`src/rtl/shot_pkg.sv`:
```
// Shared types and constants for the shot_timer capture controller.
package shot_pkg;

    localparam int NCH_DEF = 4;
    localparam int CW_DEF  = 16;

    // Timestamp reported for a channel that never detected; sliced to CW bits by users.
    localparam logic [63:0] TIME_NOHIT = '1;

    typedef enum logic [1:0] {
        IDLE    = 2'd0,
        ARMED   = 2'd1,
        CAPTURE = 2'd2,
        READOUT = 2'd3
    } state_t;

endpackage

```
`src/rtl/shot_chan.sv`:
```
// One sensor channel: detect-level edge detector plus the first-hit record.
module shot_chan
    import shot_pkg::*;
#(
    parameter int CW = CW_DEF
) (
    input  logic          clk8M,
    input  logic          reset,
    input  logic          det,
    input  logic          clear,
    input  logic          cap_en,
    input  logic [CW-1:0] cnt,
    output logic          rise,
    output logic          hit,
    output logic [CW-1:0] stamp
);

    logic det_q;

    // Registered copy of the detect level, tracked in every state so a level
    // that is already high when the shot is armed never looks like a rise.
    always_ff @(posedge clk8M) begin
        if (reset) det_q <= 1'b0;
        else       det_q <= det;
    end

    assign rise = det & ~det_q;

    // First rise while capturing is recorded; later rises are ignored.
    always_ff @(posedge clk8M) begin
        if (reset || clear) begin
            hit   <= 1'b0;
            stamp <= '0;
        end else if (cap_en && rise && !hit) begin
            hit   <= 1'b1;
            stamp <= cnt;
        end
    end

endmodule

```
`src/rtl/shot_timer.sv`:
```
// Arm/capture/readout controller for the acoustic sensor channels.
// Optional feature: define SHOT_TIMER_TIMEOUT_EN to give up an armed shot
// after arm_timeout cycles without any detect.
//
// Readout handshake: an entry transfers on a clock edge where rd_valid and
// rd_ready are both high; while rd_ready is low the entry (rd_ch, rd_hit,
// rd_time) is held unchanged and rd_valid stays high until it transfers.
module shot_timer
    import shot_pkg::*;
#(
    parameter int NCH = NCH_DEF,
    parameter int CW  = CW_DEF
) (
    input  logic           clk8M,
    input  logic           reset,
    input  logic           arm,
    input  logic           abort,
    input  logic [5:0]     cfg_slope,
    input  logic           cfg_slope_neg,
    input  logic [CW-1:0]  window,
    input  logic [CW-1:0]  arm_timeout,
    input  logic [NCH-1:0] det,
    output logic [5:0]     slope,
    output logic           slope_neg,
    output logic           armed,
    output logic           rd_valid,
    input  logic           rd_ready,
    output logic [2:0]     rd_ch,
    output logic           rd_hit,
    output logic [CW-1:0]  rd_time,
    output logic           done,
    output logic           timeout,
    output logic [1:0]     dbg_state
);

    localparam logic [2:0] LAST_CH = 3'(NCH - 1);

    state_t         state, state_d;
    logic [CW-1:0]  cnt, win_q;
    logic [2:0]     rd_idx;
    logic [NCH-1:0] rise, hit, hit_now;
    logic [CW-1:0]  stamp [NCH];
    logic           capturing, any_rise, all_hit, tmo_hit;
    logic           chan_clr, arm_ok, load_cnt, rd_adv, done_d, timeout_d;
    logic           sel_hit;
    logic [CW-1:0]  sel_stamp;

    for (genvar g = 0; g < NCH; g++) begin : g_chan
        shot_chan #(.CW(CW)) u_chan (
            .clk8M  (clk8M),
            .reset  (reset),
            .det    (det[g]),
            .clear  (chan_clr),
            .cap_en (capturing),
            .cnt    (cnt),
            .rise   (rise[g]),
            .hit    (hit[g]),
            .stamp  (stamp[g])
        );
    end

    // In ARMED cnt is held at zero, so the first detect stamps time 0.
    assign capturing = (state == ARMED) || (state == CAPTURE);
    assign any_rise  = |rise;
    assign hit_now   = hit | (rise & {NCH{capturing}});
    assign all_hit   = &hit_now;

`ifdef SHOT_TIMER_TIMEOUT_EN
    logic [CW-1:0] tcnt;

    // Cycles spent in ARMED since entry; restarts on every new entry.
    always_ff @(posedge clk8M) begin
        if (reset)                                   tcnt <= '0;
        else if (state == ARMED && state_d == ARMED) tcnt <= tcnt + 1'b1;
        else                                         tcnt <= '0;
    end

    assign tmo_hit = (arm_timeout != '0) && (tcnt == arm_timeout - 1'b1);
`else
    logic unused_arm_timeout;
    assign unused_arm_timeout = ^arm_timeout;
    assign tmo_hit = 1'b0;
`endif

    // State register.
    always_ff @(posedge clk8M) begin
        if (reset) state <= IDLE;
        else       state <= state_d;
    end

    // Next-state and per-cycle control strobes; abort overrides everything.
    always_comb begin
        state_d   = state;
        chan_clr  = 1'b0;
        arm_ok    = 1'b0;
        load_cnt  = 1'b0;
        rd_adv    = 1'b0;
        done_d    = 1'b0;
        timeout_d = 1'b0;
        case (state)
            IDLE: begin
                if (arm && !abort) begin
                    arm_ok   = 1'b1;
                    chan_clr = 1'b1;
                    state_d  = ARMED;
                end
            end
            ARMED: begin
                if (any_rise) begin
                    if (window == '0 || all_hit) begin
                        state_d = READOUT;
                    end else begin
                        load_cnt = 1'b1;
                        state_d  = CAPTURE;
                    end
                end else if (tmo_hit) begin
                    timeout_d = 1'b1;
                    state_d   = IDLE;
                end
            end
            CAPTURE: begin
                if (cnt == win_q || all_hit) state_d = READOUT;
            end
            READOUT: begin
                if (rd_ready) begin
                    rd_adv = 1'b1;
                    if (rd_idx == LAST_CH) begin
                        done_d  = 1'b1;
                        state_d = IDLE;
                    end
                end
            end
            default: state_d = IDLE;
        endcase
        if (abort) begin
            state_d   = IDLE;
            done_d    = 1'b0;
            timeout_d = 1'b0;
            rd_adv    = 1'b0;
        end
    end

    // Config latches, window counter, readout pointer and status pulses.
    always_ff @(posedge clk8M) begin
        if (reset) begin
            slope     <= '0;
            slope_neg <= 1'b0;
            cnt       <= '0;
            win_q     <= '0;
            rd_idx    <= '0;
            done      <= 1'b0;
            timeout   <= 1'b0;
        end else begin
            done    <= done_d;
            timeout <= timeout_d;
            if (arm_ok) begin
                slope     <= cfg_slope;
                slope_neg <= cfg_slope_neg;
            end
            if (load_cnt) begin
                cnt   <= {{(CW-1){1'b0}}, 1'b1};
                win_q <= window;
            end else if (state_d == CAPTURE) begin
                cnt <= cnt + 1'b1;
            end else begin
                cnt <= '0;
            end
            if (state_d != READOUT) rd_idx <= '0;
            else if (rd_adv)        rd_idx <= rd_idx + 3'd1;
        end
    end

    // Readout mux; outputs read as zero outside READOUT.
    always_comb begin
        sel_hit   = 1'b0;
        sel_stamp = '0;
        for (int i = 0; i < NCH; i++) begin
            if (rd_idx == 3'(i)) begin
                sel_hit   = hit[i];
                sel_stamp = stamp[i];
            end
        end
    end

    assign armed     = capturing;
    assign rd_valid  = (state == READOUT);
    assign rd_ch     = rd_idx;
    assign rd_hit    = rd_valid & sel_hit;
    assign rd_time   = !rd_valid ? '0 : (sel_hit ? sel_stamp : TIME_NOHIT[CW-1:0]);
    assign dbg_state = state;

endmodule

```
`config.mk`:
```
export PLATFORM = sky130hd
export DESIGN_NAME = shot_timer
export DESIGN_NICKNAME = d
export VERILOG_FILES = /design/src/rtl/shot_pkg.sv /design/src/rtl/shot_chan.sv /design/src/rtl/shot_timer.sv
export SDC_FILE = /design/constraint.sdc
export NUM_CORES = 1
export LEC_CHECK = 0
export CORE_ASPECT_RATIO = 0.6
export CORE_UTILIZATION = 40
export DETAILED_ROUTE_END_ITERATION = 10
export PLACE_DENSITY = 0.59
export SLEW_MARGIN = 20
export SYNTH_ARGS = -nofsm -noshare
export SYNTH_HDL_FRONTEND = slang
export SYNTH_SLANG_ARGS = --single-unit
```
`constraint.sdc`:
```
create_clock -name clk8M -period 3.5 [get_ports clk8M]
set_clock_uncertainty 0.2 [all_clocks]
set_input_delay 0.7 -clock clk8M [delete_from_list [all_inputs] [get_ports clk8M]]
set_output_delay 0.7 -clock clk8M [all_outputs]
set_load 0.02 [all_outputs]
```
Yosys cells after proc, flatten, opt, wreduce, memory -nomap -nowiden
Cells that the tools add are included.
- bitwise gates (word level): 14
- mux-type cells: 29
- add/subtract/negate cells: 2
- equal/unequal tests: 9
- reductions and logical operators: 26
- operator list (operator ; count):
    $mux W16 ; 6
    $add A16 B1 Y16 const B ; 1
    $eq A16 B16 Y1 ; 1
    $logic_not A16 Y1 ; 1
    $mux W1 ; 16
    $mux W2 ; 6
    $logic_and A1 B1 Y1 ; 9
    $pmux W2 S4 ; 1
    $reduce_or A4 Y1 ; 2
    $not A1 Y1 ; 7
    $eq A2 B2 Y1 const B ; 3
    $eq A3 B2 Y1 const B ; 2
    $and A1 B1 Y1 ; 5
    $logic_not A1 Y1 ; 5
    $and A4 B4 Y4 ; 1
    $logic_or A1 B1 Y1 ; 4
    $or A4 B4 Y4 ; 1
    $reduce_and A4 Y1 ; 1
    $add A3 B1 Y3 const B ; 1
    $eq A3 B1 Y1 const B ; 1
    $logic_not A3 Y1 ; 1
    $reduce_or A3 Y1 ; 1
    $eq A2 B1 Y1 const B ; 1
    $logic_not A2 Y1 ; 1
    2 further kinds ; 2
- register bits: 117
- output and inout port bits: 33
- word-level logic and storage cells: 100

Depth between registers and ports, before layout
Gate-level depths: netlist of the first run.
- word-level depth: 13
- mapped depth: 10

Cells and area by module
A second synthesis of the first run with hierarchy kept.
- cell total of the unflattened synthesis: 669
- area total of the unflattened synthesis: 6658.9 um2
- by module, submodules not included (module ; area an instance (um2) ; times used ; cells an instance):
    shot_chan ; 922.1 ; 4 ; 81
    shot_timer ; 2970.3 ; 1 ; 345

Worst setup path after synthesis of the first run
Ideal clock, no wire load.
- path kind: flip-flop to output port
- start point: register rd_idx[1], in the netlist rd_ch[1]
- end point: output rd_time[10]
- arrival time: 2.143 ns
- data required time: 2.600 ns
- slack: 0.457 ns
- path buffers: 2
- cell stages (with the launch flop): 10
- cell sequence: dfxtp_1 inv_1 ha_1 nor2b_1 clkbuf_1 a22oi_1 a211oi_1 a21oi_1 buf_2 o21a_1
- word-level cells in the longest chain between the ends: 7
- elaborated cells on any way between the ends: 14
- those cells by class: eq/ne (3); mux (10); reduce/logical (1)
- RTL lines (element ; line ; RTL):
    from (decl) ; shot_timer.sv:40 ; logic [2:0] rd_idx;
    from (signal assigned) ; shot_timer.sv:169 ; else if (rd_adv) rd_idx <= rd_idx + 3'd1;
    $logic_not A3 Y1 ; shot_timer.sv:178 ; if (rd_idx == 3'(i)) begin
    $mux W16 or $mux W1 (tied branches) (4 in series) ; shot_timer.sv:178 ;
    $mux W16 * (2 in series) ; shot_timer.sv:189 ; assign rd_time = !rd_valid ? '0 : (sel_hit ? sel_stamp : TIME_NOHIT[CW-1:0]);
    to (decl) ; shot_timer.sv:30 ; output logic [CW-1:0] rd_time,
Every way passes the cells marked *; elsewhere a longest branch is shown, timed or not.

Final worst setup path of the first run
- start point: register rd_idx[0], in the netlist rd_ch[0]
- end point: output rd_time[7]
The elaborated chain is that of the path after synthesis.

==> results of run 1 <==
## routing by layer
layer | track usage (%) | wire, um | vias to the layer above
li1 | - | - | 2369
met1 | 27.4 | 7010 | 2289
met2 | 32.8 | 6030 | 111
met3 | 4.12 | 590 | 18
met4 | 8.92 | 168 | 0
met5 | 0 | 0 | -
## registers in the layout, indices dropped and copies added, names as in the netlist
| name | count |
|---|---|
| slope | 6 |
| rd_ch | 3 |
| g_chan.u_chan.hit | 4 |
| done | 1 |
| win_q | 16 |
| cnt | 16 |
| g_chan.u_chan.stamp | 64 |
| slope_neg | 1 |
| g_chan.u_chan.det_q | 4 |
| dbg_state | 2 |
## cells by family after synthesis
family,Yosys count,synth area share [%]
and+or+nand+nor,287,24.2
AOI/OAI and AO/OA,146,15.7
DFF,117,42.7
buffers and inverters,69,5.56
xor gates and xnor gates,31,4.95
muxes,24,4.38
adders and majority gates,11,2.51
other,1,0.0683
## repair_timing
action                                  in CTS  in global routing
resized for setup                           20                 16
endpoints found under the setup margin      17                 16
gates cloned                                 0                  0
pin swaps                                    0                  0
## metrics by stage
stage	hold WS (ns)	instances	area [sq um]	power (mW)
after global placement	0.238	875	6210	1.60
after CTS	0.250	907	6800	3.41
after floorplan	0.233	686	5490	1.52
final	0.251	907	6830	3.39
after global routing	0.267	907	6830	3.50
after detailed placement	0.243	875	6210	1.61
## worst min-delay path, stage by stage, from the launching register on
cell and delay [ns]:
sky130_fd_sc_hd__dfxtp_1 0.30, sky130_fd_sc_hd__nand2_1 0.05, sky130_fd_sc_hd__a21oi_1 0.05
## worst max path at each step
stage                   from          end  slack (ns)
floorplan           rd_ch[1]  rd_time[10]        0.46
global placement    rd_ch[1]   rd_time[6]        0.26
detailed placement  rd_ch[1]   rd_time[6]        0.20
CTS                 rd_ch[0]  rd_time[10]        0.07
global route        rd_ch[1]   rd_time[0]      -0.008
finish              rd_ch[0]   rd_time[7]        0.16
## placed cells by master (no fill, tap or decap), drive strengths merged, types with 16 or more instances in the layout
master,Yosys,final
clkbuf,33,22
a21oi,70,70
xnor2,25,25
buf,27,16
dfxtp,117,117
nor2,37,37
mux2i,24,24
nand2,180,180
o21ai,33,33
a22oi,17,17
clkdlybuf4s50,0,46
o21a,16,16
## power groups by stage
stage / logic (mW) / clock network (mW) / registers, mW
finish: 0.216 / 1.81 / 1.36
global route: 0.233 / 1.90 / 1.36
CTS: 0.216 / 1.83 / 1.36
detailed placement: 0.214 / 0 / 1.39
global placement: 0.210 / 0 / 1.39
floorplan: 0.122 / 0 / 1.39
## cells in the mapped netlist, types with 4 or more instances
| cell type | n |
|---|---|
| sky130_fd_sc_hd__a21oi_1 | 70 |
| sky130_fd_sc_hd__a22oi_1 | 17 |
| sky130_fd_sc_hd__buf_2 | 21 |
| sky130_fd_sc_hd__clkbuf_1 | 32 |
| sky130_fd_sc_hd__dfxtp_1 | 117 |
| sky130_fd_sc_hd__ha_1 | 11 |
| sky130_fd_sc_hd__inv_1 | 9 |
| sky130_fd_sc_hd__mux2i_1 | 24 |
| sky130_fd_sc_hd__nand2_1 | 180 |
| sky130_fd_sc_hd__nand3_1 | 7 |
| sky130_fd_sc_hd__nand4_1 | 7 |
| sky130_fd_sc_hd__nor2_1 | 37 |
| sky130_fd_sc_hd__nor2b_1 | 9 |
| sky130_fd_sc_hd__nor3_1 | 6 |
| sky130_fd_sc_hd__nor3_2 | 4 |
| sky130_fd_sc_hd__nor4_1 | 5 |
| sky130_fd_sc_hd__nor4b_1 | 8 |
| sky130_fd_sc_hd__o21a_1 | 16 |
| sky130_fd_sc_hd__o21ai_0 | 32 |
| sky130_fd_sc_hd__or2_2 | 5 |
| sky130_fd_sc_hd__xnor2_1 | 25 |
| sky130_fd_sc_hd__xor2_1 | 6 |
## area by class of cell
class / instances / area (sq um) / share of cell area, %
clock inverter: 10 / 154 / 2.25
sequential: 117 / 2340 / 34.4
timing repair buffer: 79 / 779 / 11.4
tap: 170 / 213 / 3.12
clock buffer: 22 / 454 / 6.65
inverter: 9 / 33.8 / 0.495
multi-input combinational: 500 / 2850 / 41.7
==> flow_summary.ini, run 1 <==
[global_routing]
grt-ovfl-total = 0
grt_usage_pct = 20.7
grt_antenna_before_repair = 0
grt_start_max_net_pins = 69
grt_pass1_vias = 4503
first_pass_grt_wire_length_um = 22900

[critical_path]
cp_slowest_cell = sky130_fd_sc_hd__dfxtp_2
critical_path.reg2reg.startpoint = dbg_state[0]
timing.critical_path.slowest_cell_delay_ns = 0.37
setup.worst_path.start_class = flip-flop
timing.reg2reg.setup_slack_ns = 0.50
cp.arrival_ns = 2.44
critical_path.endpoint_type = primary output
required_ns = 2.60
crit_type = flip-flop to primary output
cp_cell_sequence = inv_1, ha_1, nor3b_2, a22oi_1, a211oi_2, a21oi_1, buf_6, o21a_1, dlygate4sd2_1
rr_endpoint = cnt[10]
critical_path_buf_inv_count = 3
crit_path_max_fanout = 17
timing.critical_path.depth = 9
worst_r2r_path_depth = 8
critPathTopFamily = compound AO/OA/AOI/OAI gates

[pwr]
power_switching_share_pct = 21.8
cellPowerDensity_mw_per_mm2 = 497
total_leakage_power_nw = 2.55
p_int_mw = 2.65
power.share.sequential_pct = 40.2
power_switching_uw = 739
vdd_drop_max_mv = 0.299
comb_power_share_pct = 6.4
power.clock.fraction_pct = 53.4

[sta]
final.setup.worst_slack_ns = 0.156
max-slew-margin-rel_pct = 63.8
finalHoldViolations = 0
finalCritPeriodShare_pct = 95.6
worst_pin_slew_ns = 0.539
timing.final.crit_period_ns = 3.34
maxSlewViolCount = 0
final-setup-viol-count = 0
fin_tns_setup_ns = 0
f_max_mhz = 299
setup_repair_after_global_routing_missed_its_margin = true

[run_status]
run_status = finished clean

[placed_design]
dpl.hpwl_um = 9570
pre_cts_ws_ns = 0.198
finalWeightedCongestion = 0.811
numPortBuffers = 63

[clock_tree]
clk_pin_slew_ns = 0.05
holdBufCountCts = 0
clock_tree.buffer_depth = 2
cts_setup_buffers = 0
insertion_delay_ns = 0.41
numClockSinks = 117
cts-root-buf = sky130_fd_sc_hd__clkbuf_16
numCtsBuffers = 17
h_tree_levels = 4
tritoncts_clock_tree = yes

[logic_synthesis]
yosys_register_bits = 117
syn-cell-area_sq_mm = 0.00549
ys_seq_area_share_pct = 42.7
synth_edf_count = 0
synthDominantCellAreaShare_pct = 42.7
synth_cell_types = 50
synth_ff_type = sky130_fd_sc_hd__dfxtp_1
avgSynthCellArea_sq_um = 8.00
mappedNetlistNets = 745
synth_async_sr_flop_share_pct = 0
synth_top_cells_by_area = sky130_fd_sc_hd__dfxtp_1, sky130_fd_sc_hd__nand2_1, sky130_fd_sc_hd__a21oi_1
yosys.area.top_type = sky130_fd_sc_hd__dfxtp_1
synth_cells = 686
synth.yosys.warnings = 0

[hold_path]
hold-path-endpoint = g_chan[2].u_chan.stamp[6]
timing.hold.worst_path_depth = 2
min-delay-start = g_chan[2].u_chan.stamp[6]
worstHoldPathType = flip-flop to flip-flop

[finish]
layout-drive-gt1-share_pct = 9.23
finalCoreUtilization_pct = 52.1
diodes = 0
area_growth_syn_to_layout_pct = 24.4
nNetsFinal = 783
fillerInstances = 1230

[drt]
route.detailed.wl_per_inst_um = 15.2
detailed_routing_iterations_pass_1 = 4
remaining_drc_errors = 0
finalWirelength_um = 13800
dr.first_iter.drc_count = 210
route.vias.total = 4787
postRouteAntennaNets = 0
route.detailed.vias_per_inst = 5.28

[floorplan]
core.rowCount = 32
die-area_sq_mm = 0.0142
design.portCount = 81
placeable_core_area_sq_mm = 0.0131
die_h_um = 92.7
die_w_um = 153
floorplan.initialDensity_pct = 41.9

[flow_run]
drv.max_cap_violation_count = 0
Note: power is estimated with default switching activity, not from simulation.
==> inputs of run 2 (changes only) <==
--- a/config.mk
+++ b/config.mk
@@ -5,6 +5,7 @@
 export SDC_FILE = /design/constraint.sdc
 export NUM_CORES = 1
 export LEC_CHECK = 0
+export CAP_MARGIN = 20
 export CORE_ASPECT_RATIO = 0.6
 export CORE_UTILIZATION = 40
 export DETAILED_ROUTE_END_ITERATION = 10
==> results of run 2 <==
No change in the layout: final DEF, timing and power equal those of run 1.
==> inputs of run 3 (changes only) <==
--- a/config.mk
+++ b/config.mk
@@ -5,12 +5,14 @@
 export SDC_FILE = /design/constraint.sdc
 export NUM_CORES = 1
 export LEC_CHECK = 0
+export ABC_AREA = 0
 export CAP_MARGIN = 20
 export CORE_ASPECT_RATIO = 0.6
 export CORE_UTILIZATION = 40
 export DETAILED_ROUTE_END_ITERATION = 10
+export MAX_ROUTING_LAYER = met4
 export PLACE_DENSITY = 0.59
-export SLEW_MARGIN = 20
+export SLEW_MARGIN = 25
 export SYNTH_ARGS = -nofsm -noshare
 export SYNTH_HDL_FRONTEND = slang
 export SYNTH_SLANG_ARGS = --single-unit
==> run 3 against run 2 <==
  * Routed wire length hardly changed
  * Flip-flop and latch count is the same
  * Hold slack worse by 0.00080 ns
==> flow_summary.ini, run 3 (synthesized netlist as in run 1, its figures left out) <==
[run_status]
run_status = finished clean

[floorplan]
floorplan.initialDensity_pct = 41.9
core.rowCount = 32
design.portCount = 81
placeable_core_area_sq_mm = 0.0131
die_h_um = 92.7
die_w_um = 153
die-area_sq_mm = 0.0142

[pwr]
cellPowerDensity_mw_per_mm2 = 496
power.clock.fraction_pct = 53.3
total_leakage_power_nw = 2.54
power_switching_share_pct = 21.7
comb_power_share_pct = 6.4
vdd_drop_max_mv = 0.300
finalPower_mw = 3.38
power_switching_uw = 734
p_int_mw = 2.65
power.share.sequential_pct = 40.3

[drt]
postRouteAntennaNets = 0
detailed_routing_iterations_pass_1 = 4
route.vias.total = 4777
route.detailed.wl_per_inst_um = 15.2
dr.first_iter.drc_count = 203
remaining_drc_errors = 0
route.detailed.vias_per_inst = 5.27
finalWirelength_um = 13800

[clock_tree]
holdBufCountCts = 0
insertion_delay_ns = 0.42
cts.repair.resized = 20
clock_tree.buffer_depth = 2
numCtsBuffers = 17
cts-root-buf = sky130_fd_sc_hd__clkbuf_16
tritoncts_clock_tree = yes
clk_pin_slew_ns = 0.05
numClockSinks = 117
h_tree_levels = 4
cts_setup_buffers = 0

[finish]
layout-drive-gt1-share_pct = 9.23
final-seq-area_sq_mm = 0.00234
largest_register_ffs = 64
most_common_cell_after_layout_fill_and_taps_aside = sky130_fd_sc_hd__nand2_1
nNetsFinal = 783
biggestRegsByFlops = g_chan.u_chan.stamp (64), cnt (16), win_q (16)
multi_input_area_sq_mm = 0.00285
most_flops_register = g_chan.u_chan.stamp
finalCoreUtilization_pct = 52.1
diodes = 0
mostFrequentLayoutCells = sky130_fd_sc_hd__nand2_1, sky130_fd_sc_hd__dfxtp_1, sky130_fd_sc_hd__a21oi_1
fillerInstances = 1229
area_growth_syn_to_layout_pct = 24.4

[critical_path]
setup.worst_path.start_class = flip-flop
critical_path.endpoint_type = primary output
cp.arrival_ns = 2.45
crit_type = flip-flop to primary output
worst_r2r_path_depth = 8
required_ns = 2.60
crit_path_max_fanout = 17

[sta]
finalHoldViolations = 0
final-setup-viol-count = 0
f_max_mhz = 299
worst_pin_slew_ns = 0.538
max-slew-margin-rel_pct = 63.8
maxSlewViolCount = 0
timing.final.crit_period_ns = 3.35
finalCritPeriodShare_pct = 95.6
setup_repair_after_global_routing_missed_its_margin = true

[global_routing]
use_met2_pct = 32.8
grt_usage_pct = 21.4
global_route.peak_usage_layer = met2
grt-ovfl-total = 0
grt_antenna_before_repair = 0
first_pass_grt_wire_length_um = 22900
grt_util_met3_pct = 4.73
grt.met1_usage_pct = 27.6
grt_pass1_vias = 4489
grt_start_max_net_pins = 69

[flow_run]
drv.max_cap_violation_count = 0

[hold_path]
timing.hold.worst_path_depth = 2
worstHoldPathType = flip-flop to flip-flop

[placed_design]
numPortBuffers = 63
finalWeightedCongestion = 0.822
dpl.hpwl_um = 9570
[run 3: changes by cell type in the layout (fill, tap and decap cells not counted)]
cell,before,now
sky130_fd_sc_hd__clkdlybuf4s15_1,14,15
sky130_fd_sc_hd__dlygate4sd2_1,3,2
[run 3: final cells by class]
type	instances	area share, %
clock buffer	22	6.65
clock inverter	10	2.25
inverter	9	0.495
multi-input combinational	500	41.7
sequential	117	34.3
tap	170	3.12
timing repair buffer	79	11.4
[run 3: path summary, 6_finish.rpt]
kind                                                 from                         to  slack, ns
worst max-delay path                             rd_ch[0]                rd_time[11]       0.15
worst min-delay path            g_chan[2].u_chan.stamp[6]  g_chan[2].u_chan.stamp[6]       0.25
worst max register to register               dbg_state[0]                    cnt[10]       0.50
worst min register to register  g_chan[2].u_chan.stamp[6]  g_chan[2].u_chan.stamp[6]       0.25
[run 3: per-layer routing]
layer | part of all wire [%] | routed length (um)
met2 | 44 | 6080
met3 | 4.3 | 596
met4 | 1.2 | 172
met5 | 0 | 0
met1 | 50 | 6970
[run 3: stage by stage]
| step | hold slack (ns) | area, sq um | cells | TNS, ns | setup slack [ns] |
|---|---|---|---|---|---|
| after global routing | 0.267 | 6830 | 907 | -0.0206 | -0.0114 |
| after global placement | 0.238 | 6210 | 875 | 0 | 0.264 |
| final | 0.250 | 6830 | 907 | 0 | 0.155 |
| after floorplan | 0.233 | 5490 | 686 | 0 | 0.457 |
| after detailed placement | 0.243 | 6210 | 875 | 0 | 0.198 |
| after CTS | 0.250 | 6800 | 907 | 0 | 0.0740 |
[run 3: power groups by stage]
| stage | combinational [mW] | clock, mW | sequential [mW] |
|---|---|---|---|
| global route | 0.234 | 1.90 | 1.36 |
| global placement | 0.210 | 0 | 1.39 |
| finish | 0.216 | 1.80 | 1.36 |
| CTS | 0.216 | 1.83 | 1.36 |
| floorplan | 0.122 | 0 | 1.39 |
| detailed placement | 0.214 | 0 | 1.39 |
[run 3: critical path: stages, from the launching register on]
cell and delay (ns):
sky130_fd_sc_hd__dfxtp_2 0.37, sky130_fd_sc_hd__inv_1 0.09, sky130_fd_sc_hd__ha_1 0.19, sky130_fd_sc_hd__nor3b_2 0.16
sky130_fd_sc_hd__a22oi_1 0.27, sky130_fd_sc_hd__a211oi_2 0.11, sky130_fd_sc_hd__a21oi_1 0.16, sky130_fd_sc_hd__buf_6 0.21
sky130_fd_sc_hd__o21a_1 0.15, sky130_fd_sc_hd__clkdlybuf4s15_1 0.31
